File: src/rtl/csa3_reg_pkg.sv
// -----------------------------------------------------------------------------
// csa_pkg
// Shared constants for the csa3_reg carry-save adder slice.
//   CSA_WIDTH : default operand width used by the interface and the top.
// -----------------------------------------------------------------------------
package csa_pkg;
   localparam int CSA_WIDTH = 8;
endpackage

File: src/rtl/csa3_reg_if.sv
// -----------------------------------------------------------------------------
// csa3_reg_if
// Operand/result bundle for csa3_reg.
//   in_valid, in_x, in_y, in_z : operand triple and its valid strobe
//   out_valid                  : registered result strobe
//   carry                      : carry vector, bit i weighs 2^(i+1)
//   sum                        : sum vector, bit i weighs 2^i
//   total                      : resolved x+y+z, WIDTH+2 bits
// Modports: master drives operands, slave (the adder) drives results.
// -----------------------------------------------------------------------------
interface csa3_reg_if
   import csa_pkg::*;
#(
   parameter int WIDTH = CSA_WIDTH
);
   logic             in_valid;
   logic [WIDTH-1:0] in_x;
   logic [WIDTH-1:0] in_y;
   logic [WIDTH-1:0] in_z;
   logic             out_valid;
   logic [WIDTH-1:0] carry;
   logic [WIDTH-1:0] sum;
   logic [WIDTH+1:0] total;

   modport master (
      output in_valid, in_x, in_y, in_z,
      input  out_valid, carry, sum, total
   );

   modport slave (
      input  in_valid, in_x, in_y, in_z,
      output out_valid, carry, sum, total
   );
endinterface

File: src/rtl/csa3_reg_cells.sv
// -----------------------------------------------------------------------------
// half_adder / full_adder
// Purely combinational one-bit adder cells shared by the CSA row and the
// ripple carry-propagate chain of csa3_reg.
//   half_adder: a, b       -> sum = a^b,     cout = a&b
//   full_adder: a, b, cin  -> sum = a^b^cin, cout = majority(a,b,cin)
// -----------------------------------------------------------------------------
module half_adder (
   output logic cout,
   output logic sum,
   input  logic a,
   input  logic b
);
   assign sum  = a ^ b;
   assign cout = a & b;
endmodule

module full_adder (
   output logic cout,
   output logic sum,
   input  logic a,
   input  logic b,
   input  logic cin
);
   assign sum  = a ^ b ^ cin;
   assign cout = (a & b) | (a & cin) | (b & cin);
endmodule

File: src/rtl/csa3_reg.sv
// -----------------------------------------------------------------------------
// csa3_reg
// Registered 3:2 compressor. Reduces three unsigned WIDTH-bit operands to a
// sum/carry pair in redundant form and also resolves them into the full
// binary total through a ripple chain. One-cycle latency, no back-pressure.
// Ports:
//   clk   : rising-edge clock
//   rst_n : asynchronous active-low reset, clears every output
//   bus   : csa3_reg_if slave (operands in, registered results out)
// -----------------------------------------------------------------------------
module csa3_reg
   import csa_pkg::*;
#(
   parameter int WIDTH = CSA_WIDTH
) (
   input  logic       clk,
   input  logic       rst_n,
   csa3_reg_if.slave  bus
);
   logic [WIDTH-1:0] w_sum;
   logic [WIDTH-1:0] w_carry;
   logic [WIDTH+1:0] w_total;
   // w_rc[i] is the ripple carry out of total bit i.
   logic [WIDTH:1]   w_rc;

   logic             r_vld_p1;
   logic [WIDTH-1:0] r_sum_p1;
   logic [WIDTH-1:0] r_carry_p1;
   logic [WIDTH+1:0] r_total_p1;

   genvar i;

   // CSA row: one full adder per bit compresses x, y, z.
   for (i = 0; i < WIDTH; i++) begin : g_csa
      full_adder u_fa (
         .cout (w_carry[i]),
         .sum  (w_sum[i]),
         .a    (bus.in_x[i]),
         .b    (bus.in_y[i]),
         .cin  (bus.in_z[i])
      );
   end

   // Ripple stage: carry[i-1] lines up with sum[i] because carry is unshifted.
   assign w_total[0] = w_sum[0];

   for (i = 1; i <= WIDTH; i++) begin : g_rip
      if (i == 1) begin : g_lo
         half_adder u_ha (
            .cout (w_rc[i]),
            .sum  (w_total[i]),
            .a    (w_sum[i]),
            .b    (w_carry[i-1])
         );
      end else if (i < WIDTH) begin : g_mid
         full_adder u_fa (
            .cout (w_rc[i]),
            .sum  (w_total[i]),
            .a    (w_sum[i]),
            .b    (w_carry[i-1]),
            .cin  (w_rc[i-1])
         );
      end else begin : g_hi
         // No sum bit exists at weight 2^WIDTH; only the top carry enters.
         half_adder u_ha (
            .cout (w_rc[i]),
            .sum  (w_total[i]),
            .a    (w_carry[i-1]),
            .b    (w_rc[i-1])
         );
      end
   end

   assign w_total[WIDTH+1] = w_rc[WIDTH];

   // ---- stage p0 -> p1: output registers ----
   // Data regs only load on in_valid so results hold through idle cycles.
   always_ff @(posedge clk or negedge rst_n) begin
      if (!rst_n) begin
         r_vld_p1   <= 1'b0;
         r_sum_p1   <= '0;
         r_carry_p1 <= '0;
         r_total_p1 <= '0;
      end else begin
         r_vld_p1 <= bus.in_valid;
         if (bus.in_valid) begin
            r_sum_p1   <= w_sum;
            r_carry_p1 <= w_carry;
            r_total_p1 <= w_total;
         end
      end
   end

   assign bus.out_valid = r_vld_p1;
   assign bus.sum       = r_sum_p1;
   assign bus.carry     = r_carry_p1;
   assign bus.total     = r_total_p1;
endmodule

File: src/flat_wrapper.sv
// flat-port wrapper written by rule: the top's interface ports become plain ports
module csa3_reg_flat import csa_pkg::*;
#(
   parameter int WIDTH = CSA_WIDTH
)
  (clk, rst_n, bus_in_valid, bus_in_x, bus_in_y, bus_in_z, bus_out_valid, bus_carry, bus_sum, bus_total);
  csa3_reg_if #(.WIDTH(WIDTH)) bus_i ();
  input  logic clk;
  input  logic rst_n;
  input wire logic [$bits(bus_i.in_valid)-1:0] bus_in_valid;
  input wire logic [$bits(bus_i.in_x)-1:0] bus_in_x;
  input wire logic [$bits(bus_i.in_y)-1:0] bus_in_y;
  input wire logic [$bits(bus_i.in_z)-1:0] bus_in_z;
  output wire logic [$bits(bus_i.out_valid)-1:0] bus_out_valid;
  output wire logic [$bits(bus_i.carry)-1:0] bus_carry;
  output wire logic [$bits(bus_i.sum)-1:0] bus_sum;
  output wire logic [$bits(bus_i.total)-1:0] bus_total;
  assign bus_i.in_valid = bus_in_valid;
  assign bus_i.in_x = bus_in_x;
  assign bus_i.in_y = bus_in_y;
  assign bus_i.in_z = bus_in_z;
  assign bus_out_valid = bus_i.out_valid;
  assign bus_carry = bus_i.carry;
  assign bus_sum = bus_i.sum;
  assign bus_total = bus_i.total;
  csa3_reg #(.WIDTH(WIDTH)) u_core (.clk(clk), .rst_n(rst_n), .bus(bus_i));
endmodule
File: config.mk
export PLATFORM = sky130hd
export DESIGN_NAME = csa3_reg_flat
export DESIGN_NICKNAME = d
export VERILOG_FILES = /design/src/rtl/csa3_reg_pkg.sv /design/src/rtl/csa3_reg_if.sv /design/src/rtl/csa3_reg_cells.sv /design/src/rtl/csa3_reg.sv /design/src/flat_wrapper.sv
export SDC_FILE = /design/constraint.sdc
export NUM_CORES = 1
export LEC_CHECK = 0
export BUFFER_PORTS_ARGS = -buffer_cell sky130_fd_sc_hd__clkbuf_2
export CAP_MARGIN = 25
export CORE_ASPECT_RATIO = 1.5
export CORE_MARGIN = 5
export CORE_UTILIZATION = 25
export DETAILED_ROUTE_END_ITERATION = 7
export PLACE_DENSITY = 0.55
export SYNTH_ARGS = -nofsm -noshare
export SYNTH_HDL_FRONTEND = slang
export SYNTH_SLANG_ARGS = --single-unit
File: constraint.sdc
create_clock -name clk -period 0.8 [get_ports clk]
set_input_delay 0.16 -clock clk [delete_from_list [all_inputs] [get_ports clk]]
set_output_delay 0.16 -clock clk [all_outputs]
set_load 0.005 [all_outputs]
==> metrics.yaml, run 1 <==
status: "finished with violations"
violations: "negative setup slack"
vias_per_cell: 3.887
nets: 205
wl_per_cell_um: 13.11
num_rows: 33
comb_power_share: 0.419
cts_sinks: 26
power_frac_seq: 0.416
path_clk_slew_ns: 0.08
die-height_um: 100.8
required_ns: 0.95
fp.dieW_um: 70.50
leakage_nw: 1.039
yosysSeqAreaShare: 0.4740
worst_slack_ns: -2.547
initialDrtViolationCount: 31
period_minus_slack_ns: 3.347
cap_violations: 0
yosys-top-cells-area: "dfrtp_1 47%, fa_1 20%, mux2_4 14%, mux2_2 6.6%, inv_1 3.3%"
start_kind: "primary input"
ant_nets: 0
rsz0062_at_grt: "true"
regToRegStartpoint: "u_core.bus.total[6]"
cp-end-kind: "flop"
layout_commonest_cell: "clkbuf_2"
clock_latency_ns: 0.26
area_growth_pct: 52.32
cts_buffers: 3
grt_pass1_wl_um: 5133
yosys.area.top_type_share: 0.4740
grt_remaining_overflow: 0
final_layout_size_suffix_gt1_frac: 0.7625
max_freq_mhz: 298.8
finalCritPeriodShare: 4.184
syn_area_um2: 1373
drtPass1Iterations: 2
max_slew_margin: 0.9026
setup_violations: 46
hold_path_class: "primary input to flop"
p_switching_mw: 1.180
critPathLaunch: "bus_in_x[1]"
worst_clock_skew_ns: 0
initial_utilization: 0.2538
drc: 0
avgSynthCellArea_um2: 15.96
vias: 894
wirelength_um: 3015
antenna_cells: 0
grt_usage: 0.09195
powerDensity_nw_per_um2: 2061
grt_max_degree: 19
hold_viol_final: 0
path_class: "primary input to flop"
synth-seq-cells: 26
hold_start: "bus_in_valid"
portBuffers: 53
synth.distinct_cells: 12
gp_congestion: 0.7555
io_pins: 54
switching_share: 0.2739
cts_buffer_depth: 2
final_cells: 230
intPower_mw: 3.129
peakVddDrop_uv: 817.8
critPathMaxFanout: 2
dieArea_um2: 7103
p_clk_frac: 0.166
worstPathArrival_ns: 3.50
slew_viol_final: 0
cts_max_level: 1
antenna_found_initial: 0
synth_nets: 129
syn_inst: 86
hpwlAfterDp_um: 2367
worst_pin_slew_ns: 0.1456
grt_pass1_vias: 1039
yosysTopAreaCell: "dfrtp_1"
dpl.cell_count: 210
final_core_util: 0.3865
yosys_warnings: 0
layout_common_cells: "46 x clkbuf_2, 26 x dfrtp_1, 21 x mux2_4"
root_buffer: "clkbuf_8"
cts_tree: "done"
core_area_um2: 5409
-- routing by layer --
layer,vias up,GRT usage,routed length (um)
li1,419,-,-
met1,438,0.1080,1132
met2,35,0.1602,1624
met3,2,0.02894,255
met4,0,0.02655,2
met5,-,0,0
-- registers in the layout (all words and copies together) (netlist names) --
register,count
u_core.bus.total,10
u_core.bus.sum,7
u_core.bus.out_valid,1
u_core.bus.carry,8
-- timing repair --
| action | 4_1_cts | 5_1_grt |
|---|---|---|
| setup buffers | 12 | 4 |
| hold buffers | 1 | 0 |
| pin swaps | 4 | 6 |
| cloned | 0 | 0 |
| endpoints found under the setup margin | 44 | 49 |
| gates resized for setup | 7 | 21 |
| hold endpoints to repair | 26 | 0 |
-- power by group through the flow --
| stage | clock network [mW] | logic, mW | registers (mW) |
|---|---|---|---|
| after floorplan | 0 | 0.741 | 1.83 |
| after global placement | 0 | 1.34 | 1.81 |
| after detailed placement | 0 | 1.37 | 1.83 |
| after CTS | 0.746 | 1.72 | 1.78 |
| after global routing | 0.794 | 2.00 | 1.85 |
| final | 0.714 | 1.80 | 1.79 |
-- metrics by stage --
step	setup TNS [ns]	setup slack (ns)	hold WS (ns)	total power [mW]	area (um^2)
2_1_floorplan	-18.52	-2.698	-0.1356	2.570	1436
3_3_place_gp	-22.58	-2.900	0.1164	3.158	1805
3_5_place_dp	-22.99	-2.933	0.1201	3.200	1805
4_1_cts	-19.39	-2.603	0.2328	4.245	1987
5_1_grt	-20.68	-2.657	0.2312	4.643	2091
6_report	-18.72	-2.547	0.2364	4.309	2091
-- Yosys cell counts --
library cell	number
a21oi_1	3
buf_12	1
buf_4	1
buf_6	2
dfrtp_1	26
fa_1	14
ha_1	2
inv_1	12
mux2_2	8
mux2_4	13
mux2i_1	1
nor2_1	3
-- worst max-delay path: stages --
cell and delay [ns]:
buf_6 0.07, inv_2 0.03, fa_1 0.57, inv_2 0.05, ha_4 0.15, inv_2 0.05
fa_2 0.19, inv_2 0.04, fa_2 0.34, fa_2 0.36, fa_2 0.34, fa_2 0.35
fa_2 0.36, ha_4 0.21, mux2_4 0.25
-- worst paths after layout --
kind                       cells after the start                   end  slack [ns]
setup / recovery                              15   u_core.bus.total[8]       -2.55
hold / removal                                 2  u_core.bus.out_valid        0.24
setup reg to reg                               2   u_core.bus.total[6]       -0.09
hold reg to reg                                1   u_core.bus.carry[4]        0.52
max in group asynchronous                      3  u_core.bus.out_valid        0.28
min in group asynchronous                      3     u_core.bus.sum[2]        0.38
-- area by class of cell --
cell class | instances | area [um^2]
Sequential cell | 26 | 650.6
Fill cell | 507 | 3318
Inverter | 12 | 60.06
Tap cell | 70 | 87.58
Clock buffer | 3 | 41.29
Timing Repair Buffer | 75 | 533.0
Multi-Input combinational cell | 44 | 718.2
-- logic make-up (layout without fill, tap and decap cells) --
kind of cell	count (synthesis)	after routing	synth area share
AOI/OAI and AO/OA	3	3	0.01094
and+or+nand+nor	3	3	0.008204
adders and majority gates	16	16	0.2224
buffers and inverters	16	90	0.06928
DFF	26	26	0.4740
muxes	22	22	0.2151
Note: power is estimated with default switching activity, not from simulation.
==> run 2: changes to the inputs <==
==> constraint.sdc (replaced) <==
create_clock -name clk -period 0.8 [get_ports clk]
set_input_delay 0 -clock clk [delete_from_list [all_inputs] [get_ports clk]]
set_output_delay 0 -clock clk [all_outputs]
set_load 0.005 [all_outputs]
==> run 2 against run 1 <==
Compared with the run above:
- the flow still finishes with violations (negative setup slack)
- non-clock buffer count fell by 16
- combinational power down 23%
- worst setup slack improved by 0.12 ns
- critical path depth unchanged
- register-to-register slack better by 0.11 ns
- clock skew stayed put
- fmax grew 3.6%
- global-route usage down 0.61 points
- clock power up 16%
==> metrics.yaml, run 2 (same netlist as run 1, synthesis figures left out) <==
hpwlAfterDp_um: 2404  # was 2367 um
cp-end-kind: "flop"  # unchanged
status: "finished with violations"  # unchanged
die-height_um: 100.8  # unchanged
wirelength_um: 2837  # was 3015 um
finalCritPeriodShare: 4.038  # was 4.184
worst_slack_ns: -2.430  # was -2.547 ns
antenna_cells: 0  # unchanged
core_area_um2: 5409  # unchanged
path_clk_slew_ns: 0.08  # about the same
fin_total_pwr_mw: 4.023  # was 4.309 mW
root_buffer: "clkbuf_8"  # unchanged
cts_max_level: 1  # unchanged
layout_commonest_cell: "clkbuf_2"  # unchanged
crit_top_cell: "fa_2"  # unchanged
peakVddDrop_uv: 647.2  # was 817.8 uV
grt_usage: 0.08584  # was 0.09195
dieArea_um2: 7103  # unchanged
hold_viol_final: 0  # unchanged
setup_violations: 9  # was 46
seqCellArea_um2: 650.6  # unchanged
vias_per_cell: 3.995  # was 3.887
initial_utilization: 0.2538  # unchanged
worst_clock_skew_ns: 0  # unchanged
dp_slack_ns: -2.804  # was -2.933 ns
cts_buffers: 3  # unchanged
portBuffers: 53  # unchanged
max_freq_mhz: 309.6  # was 298.8 MHz
drc: 0  # unchanged
leakage_nw: 0.9306  # was 1.039 nW
cts_buffer_depth: 2  # unchanged
powerDensity_nw_per_um2: 2117  # was 2061 nW/um^2
dpl.cell_count: 208  # was 210
vias: 859  # was 894
io_pins: 54  # unchanged
max_slew_margin: 0.8595  # was 0.9026
start_kind: "primary input"  # unchanged
cts_tree: "done"  # unchanged
grt_remaining_overflow: 0  # unchanged
cts_sinks: 26  # unchanged
grt_pass1_wl_um: 4761  # was 5133 um
required_ns: 0.95  # about the same
nFillCells: 536  # was 507
area_growth_pct: 38.47  # was 52.32%
critical_path.max_stage_delay_ns: 0.58  # was 0.57 ns
final_cells: 215  # was 230
hold_path_class: "primary input to flop"  # unchanged
violations: "negative setup slack"  # unchanged
path_class: "primary input to flop"  # unchanged
worstPathArrival_ns: 3.38  # was 3.50 ns
worst_pin_slew_ns: 0.2107  # was 0.1456 ns
rsz0062_at_grt: "true"  # unchanged
nets: 189  # was 205
slowest_stage: "fa_1"  # unchanged
cap_violations: 0  # unchanged
layout_common_cells: "51 x clkbuf_2, 26 x dfrtp_1, 15 x mux2_4"  # was 46 x clkbuf_2, 26 x dfrtp_1, 21 x mux2_4
gp_congestion: 0.7400  # was 0.7555
worstPathCellList: "buf_6 > inv_2 > fa_1 > inv_2 > ha_4 > inv_2 > fa_2 > inv_2 > fa_2 > fa_2 > fa_2 > fa_2 > fa_2 > ha_4 > mux2_4"  # unchanged
fp.dieW_um: 70.50  # unchanged
antenna_found_initial: 0  # unchanged
initialDrtViolationCount: 22  # was 31
multi_input_area_um2: 688.2  # was 718.2 um^2
num_rows: 33  # unchanged
drtPass1Iterations: 2  # unchanged
largest_reg_flops: 10  # unchanged
final_layout_size_suffix_gt1_frac: 0.7034  # was 0.7625
final_core_util: 0.3514  # was 0.3865
ant_nets: 0  # unchanged
wl_per_cell_um: 13.20  # was 13.11 um
critPathMaxFanout: 2  # unchanged
slew_viol_final: 0  # unchanged
period_minus_slack_ns: 3.230  # was 3.347 ns
grt_max_degree: 21  # was 19
grt_pass1_vias: 945  # was 1,039
clock_latency_ns: 0.26  # about the same
run 2: changes by cell type in the layout (fill, tap and decap cells not counted), sizes merged:
cell    before  now
buf         28    7
clkbuf      49   55
run 2: stage by stage:
| stage | area, um^2 | setup TNS (ns) | hold WS [ns] |
|---|---|---|---|
| 3_3_place_gp | 1777 | -18.63 | -0.1445 |
| 2_1_floorplan | 1414 | -15.06 | -0.2956 |
| 5_1_grt | 1901 | -14.31 | 0.07258 |
| 4_1_cts | 1882 | -13.56 | 0.06425 |
| 3_5_place_dp | 1777 | -19.11 | -0.1427 |
| 6_report | 1901 | -13.53 | 0.07196 |
run 2: metal layers:
| layer | track usage | vias to the layer above | wire, um |
|---|---|---|---|
| met1 | 0.09452 | 435 | 1002 |
| met4 | 0.03540 | 0 | 26 |
| met3 | 0.02495 | 2 | 217 |
| met5 | 0 | - | 0 |
| met2 | 0.1530 | 33 | 1589 |
| li1 | - | 389 | - |
run 2: final cells by class:
cell class,instances,share of cell area
multi-input combinational,44,0.3621
sequential,26,0.3423
timing repair buffer,59,0.1929
tap,70,0.04608
clock buffer,4,0.02897
inverter,12,0.02765
run 2: worst max-delay path, delay by kind of cell:
kind,cells,cell delay (ns)
fa+ha+maj,9,2.87
buf+inv,5,0.25
mux,1,0.25
run 2: what timing repair did:
action                                  4_1_cts  5_1_grt
setup buffers                                 1        1
endpoints found under the hold margin        26        0
endpoints found under the setup margin       11       32
pin swaps                                     1        0
hold buffers                                  1        0
resized for setup                             5        4
cloned                                        0        0
run 2: path summary, 6_finish.rpt:
path                       slack (ns)                start  cells past startpoint                   end
setup / recovery                -2.43          bus_in_y[1]                     15   u_core.bus.total[8]
hold / removal                   0.07         bus_in_valid                      2  u_core.bus.out_valid
setup reg to reg                 0.02  u_core.bus.carry[0]                      1   u_core.bus.carry[0]
hold reg to reg                  0.52    u_core.bus.sum[2]                      1     u_core.bus.sum[2]
max in group asynchronous        0.33                rst_n                      3  u_core.bus.out_valid
min in group asynchronous        0.11                rst_n                      2   u_core.bus.total[4]
run 2: report_power, final:
part | leakage [nW] | internal, mW | switching [mW]
Clock | 0.0288 | 0.439 | 0.391
Combinational | 0.598 | 0.844 | 0.549
Sequential | 0.303 | 1.62 | 0.180
Total | 0.931 | 2.90 | 1.12
==> run 3: changes to the inputs <==
--- a/config.mk
+++ b/config.mk
@@ -7,11 +7,12 @@
 export LEC_CHECK = 0
 export BUFFER_PORTS_ARGS = -buffer_cell sky130_fd_sc_hd__clkbuf_2
 export CAP_MARGIN = 25
-export CORE_ASPECT_RATIO = 1.5
+export CORE_ASPECT_RATIO = 1.4
 export CORE_MARGIN = 5
 export CORE_UTILIZATION = 25
 export DETAILED_ROUTE_END_ITERATION = 7
 export PLACE_DENSITY = 0.55
+export SLEW_MARGIN = 10
 export SYNTH_ARGS = -nofsm -noshare
 export SYNTH_HDL_FRONTEND = slang
 export SYNTH_SLANG_ARGS = --single-unit
==> run 3 against run 2 <==
Compared with the run above:
- the run still ends with negative setup slack left
- largest power group unchanged
- routed wire length grew 7.9%
- final cell count grew 0.47%
- highest routed layer unchanged
- first-iteration DRC count shrank 45%
==> metrics.yaml, run 3 (same netlist as run 1, synthesis figures left out) <==
cp-end-kind: "flop"  # unchanged
leakage_nw: 0.9426  # was 0.9306 nW
hpwlAfterDp_um: 2537  # was 2404 um
largest_reg_flops: 10  # unchanged
fp.dieW_um: 72.62  # was 70.50 um
violations: "negative setup slack"  # unchanged
reg2reg_slack_ns: 0.01  # was 0.02 ns
cts_sinks: 26  # unchanged
antenna_cells: 0  # unchanged
area_growth_pct: 39.47  # was 38.47%
finalCritPeriodShare: 4.044  # was 4.038
path_class: "primary input to flop"  # unchanged
hold_path_class: "primary input to asynchronous set/reset pin"  # was primary input to flop
required_ns: 0.95  # about the same
wirelength_um: 3061  # was 2837 um
max_slew_margin: 0.8495  # was 0.8595
r2r_end: "u_core.bus.total[4]"  # was u_core.bus.carry[0]
reg2reg_depth: 1  # unchanged
antenna_found_initial: 0  # unchanged
critPathLaunch: "bus_in_z[1]"  # was bus_in_y[1]
layout_common_cells: "51 x clkbuf_2, 26 x dfrtp_1, 15 x mux2_4"  # unchanged
ant_nets: 0  # unchanged
peakVddDrop_uv: 767.9  # was 647.2 uV
slew_viol_final: 0  # unchanged
nets: 192  # was 189
cts_max_level: 1  # unchanged
slowest_stage: "fa_1"  # unchanged
worst_slack_ns: -2.435  # was -2.430 ns
stdcell_area_um2: 1914  # was 1901 um^2
nFillCells: 551  # was 536
grt_pass1_vias: 1047  # was 945
initial_utilization: 0.2521  # was 0.2538
dp_slack_ns: -2.818  # was -2.804 ns
core_area_um2: 5445  # was 5409 um^2
worst_pin_slew_ns: 0.2258  # was 0.2107 ns
rsz0062_at_grt: "true"  # unchanged
path_clk_slew_ns: 0.08  # about the same
vias_per_cell: 4.009  # was 3.995
cap_violations: 0  # unchanged
crit_family: "adder cells"  # unchanged
vias: 866  # was 859
grt_max_degree: 21  # unchanged
dpl-instance-area_um2: 1789  # was 1777 um^2
critical_path.max_stage_delay_ns: 0.57  # was 0.58 ns
grt_usage: 0.09104  # was 0.08584
comb_power_share: 0.355  # was 0.346
worst_clock_skew_ns: 0  # unchanged
fin_tns_setup_ns: -13.60  # was -13.53 ns
crit_top_cell: "fa_2"  # unchanged
intPower_mw: 2.935  # was 2.904 mW
drtPass1Iterations: 4  # was 2
io_pins: 54  # unchanged
status: "finished with violations"  # unchanged
powerDensity_nw_per_um2: 2132  # was 2117 nW/um^2
power_frac_seq: 0.444  # was 0.448
p_clk_frac: 0.201  # was 0.206
critPathMaxFanout: 2  # unchanged
cts_buffer_depth: 2  # unchanged
p_switching_mw: 1.146  # was 1.119 mW
num_rows: 32  # was 33
clock_latency_ns: 0.26  # about the same
start_kind: "primary input"  # unchanged
crit_cells: 15  # unchanged
period_minus_slack_ns: 3.235  # was 3.230 ns
layout_commonest_cell: "clkbuf_2"  # unchanged
die-height_um: 97.67  # was 100.8 um
grt_pass1_wl_um: 5009  # was 4761 um
worstPathArrival_ns: 3.39  # was 3.38 ns
worstPathCellList: "buf_8 > inv_8 > fa_1 > inv_2 > ha_4 > inv_2 > fa_2 > inv_2 > fa_2 > fa_2 > fa_2 > fa_2 > fa_2 > ha_4 > mux2_4"  # was buf_6 > inv_2 > fa_1 > inv_2 > ha_4 > inv_2 > fa_2 > inv_2 > fa_2 > fa_2 > fa_2 > fa_2 > fa_2 > ha_4 > mux2_4
gp_congestion: 0.7998  # was 0.7400
portBuffers: 53  # unchanged
drc: 0  # unchanged
wl_per_cell_um: 14.17  # was 13.20 um
setup_violations: 9  # unchanged
regToRegStartpoint: "u_core.bus.total[4]"  # was u_core.bus.carry[0]
grt_remaining_overflow: 0  # unchanged
initialDrtViolationCount: 12  # was 22
max_freq_mhz: 309.1  # was 309.6 MHz
dieArea_um2: 7093  # was 7103 um^2
root_buffer: "clkbuf_8"  # unchanged
cts_tree: "done"  # unchanged
crit_buf_inv: 5  # unchanged
switching_share: 0.2808  # was 0.2782
endpoint: "u_core.bus.total[8]"  # unchanged
hold_viol_final: 0  # unchanged
cts_buffers: 3  # unchanged
final_layout_size_suffix_gt1_frac: 0.7095  # was 0.7034
## run 3: cell types whose count changed in the layout (fill, tap and decap cells not counted)
cell | previous run | this run
buf_2 | 0 | 1
buf_4 | 2 | 5
buf_6 | 1 | 0
## run 3: cell type report
type                    count  area [um^2]  share of cell area
multi-input cells          44        688.2              0.3595
repair buffers             62        382.9              0.2000
flip-flops and latches     26        650.6              0.3399
clock buffers               4        55.05             0.02876
well taps                  68        85.08             0.04444
inverters                  12        52.55             0.02745
## run 3: layer usage
| layer | wire length (um) | global-route usage | vias to the layer above |
|---|---|---|---|
| li1 | - | - | 394 |
| met1 | 1046 | 0.09524 | 434 |
| met2 | 1714 | 0.1711 | 36 |
| met3 | 272 | 0.02174 | 2 |
| met4 | 28 | 0.02983 | 0 |
| met5 | 0 | 0 | - |
## run 3: through the flow
stage / hold WS [ns] / util / power (mW) / std cells
2_1_floorplan: -0.2956 / - / 2.557 / 86
3_5_place_dp: -0.1336 / 0.3286 / 3.221 / 208
3_3_place_gp: -0.1495 / 0.3286 / 3.172 / 208
4_1_cts: 0.1162 / 0.3479 / 4.134 / 214
6_report: 0.1202 / 0.3516 / 4.081 / 216
5_1_grt: 0.1323 / 0.3516 / 4.379 / 216
## run 3: power by group through the flow
stage / clock, mW / sequential, mW / combinational [mW]
5_1_grt: 0.902 / 1.86 / 1.62
4_1_cts: 0.864 / 1.82 / 1.45
6_report: 0.819 / 1.81 / 1.45
2_1_floorplan: 0 / 1.83 / 0.729
3_3_place_gp: 0 / 1.82 / 1.35
3_5_place_dp: 0 / 1.84 / 1.38
## run 3: how the worst min path moves through the flow
| stage | endpoint | slack [ns] | cells after the start |
|---|---|---|---|
| floorplan | u_core.bus.carry[0] | -0.30 | 0 |
| global placement | u_core.bus.total[4] | -0.15 | 1 |
| detailed placement | u_core.bus.sum[4] | -0.13 | 1 |
| CTS | u_core.bus.carry[3] | 0.12 | 2 |
| global route | u_core.bus.carry[3] | 0.13 | 2 |
| finish | u_core.bus.carry[3] | 0.12 | 2 |
## run 3: timing repair
action,in CTS,in global routing
hold buffers,1,0
endpoints found under the setup margin,12,29
endpoints found under the hold margin,26,0
resized for setup,5,4
setup buffers,1,2
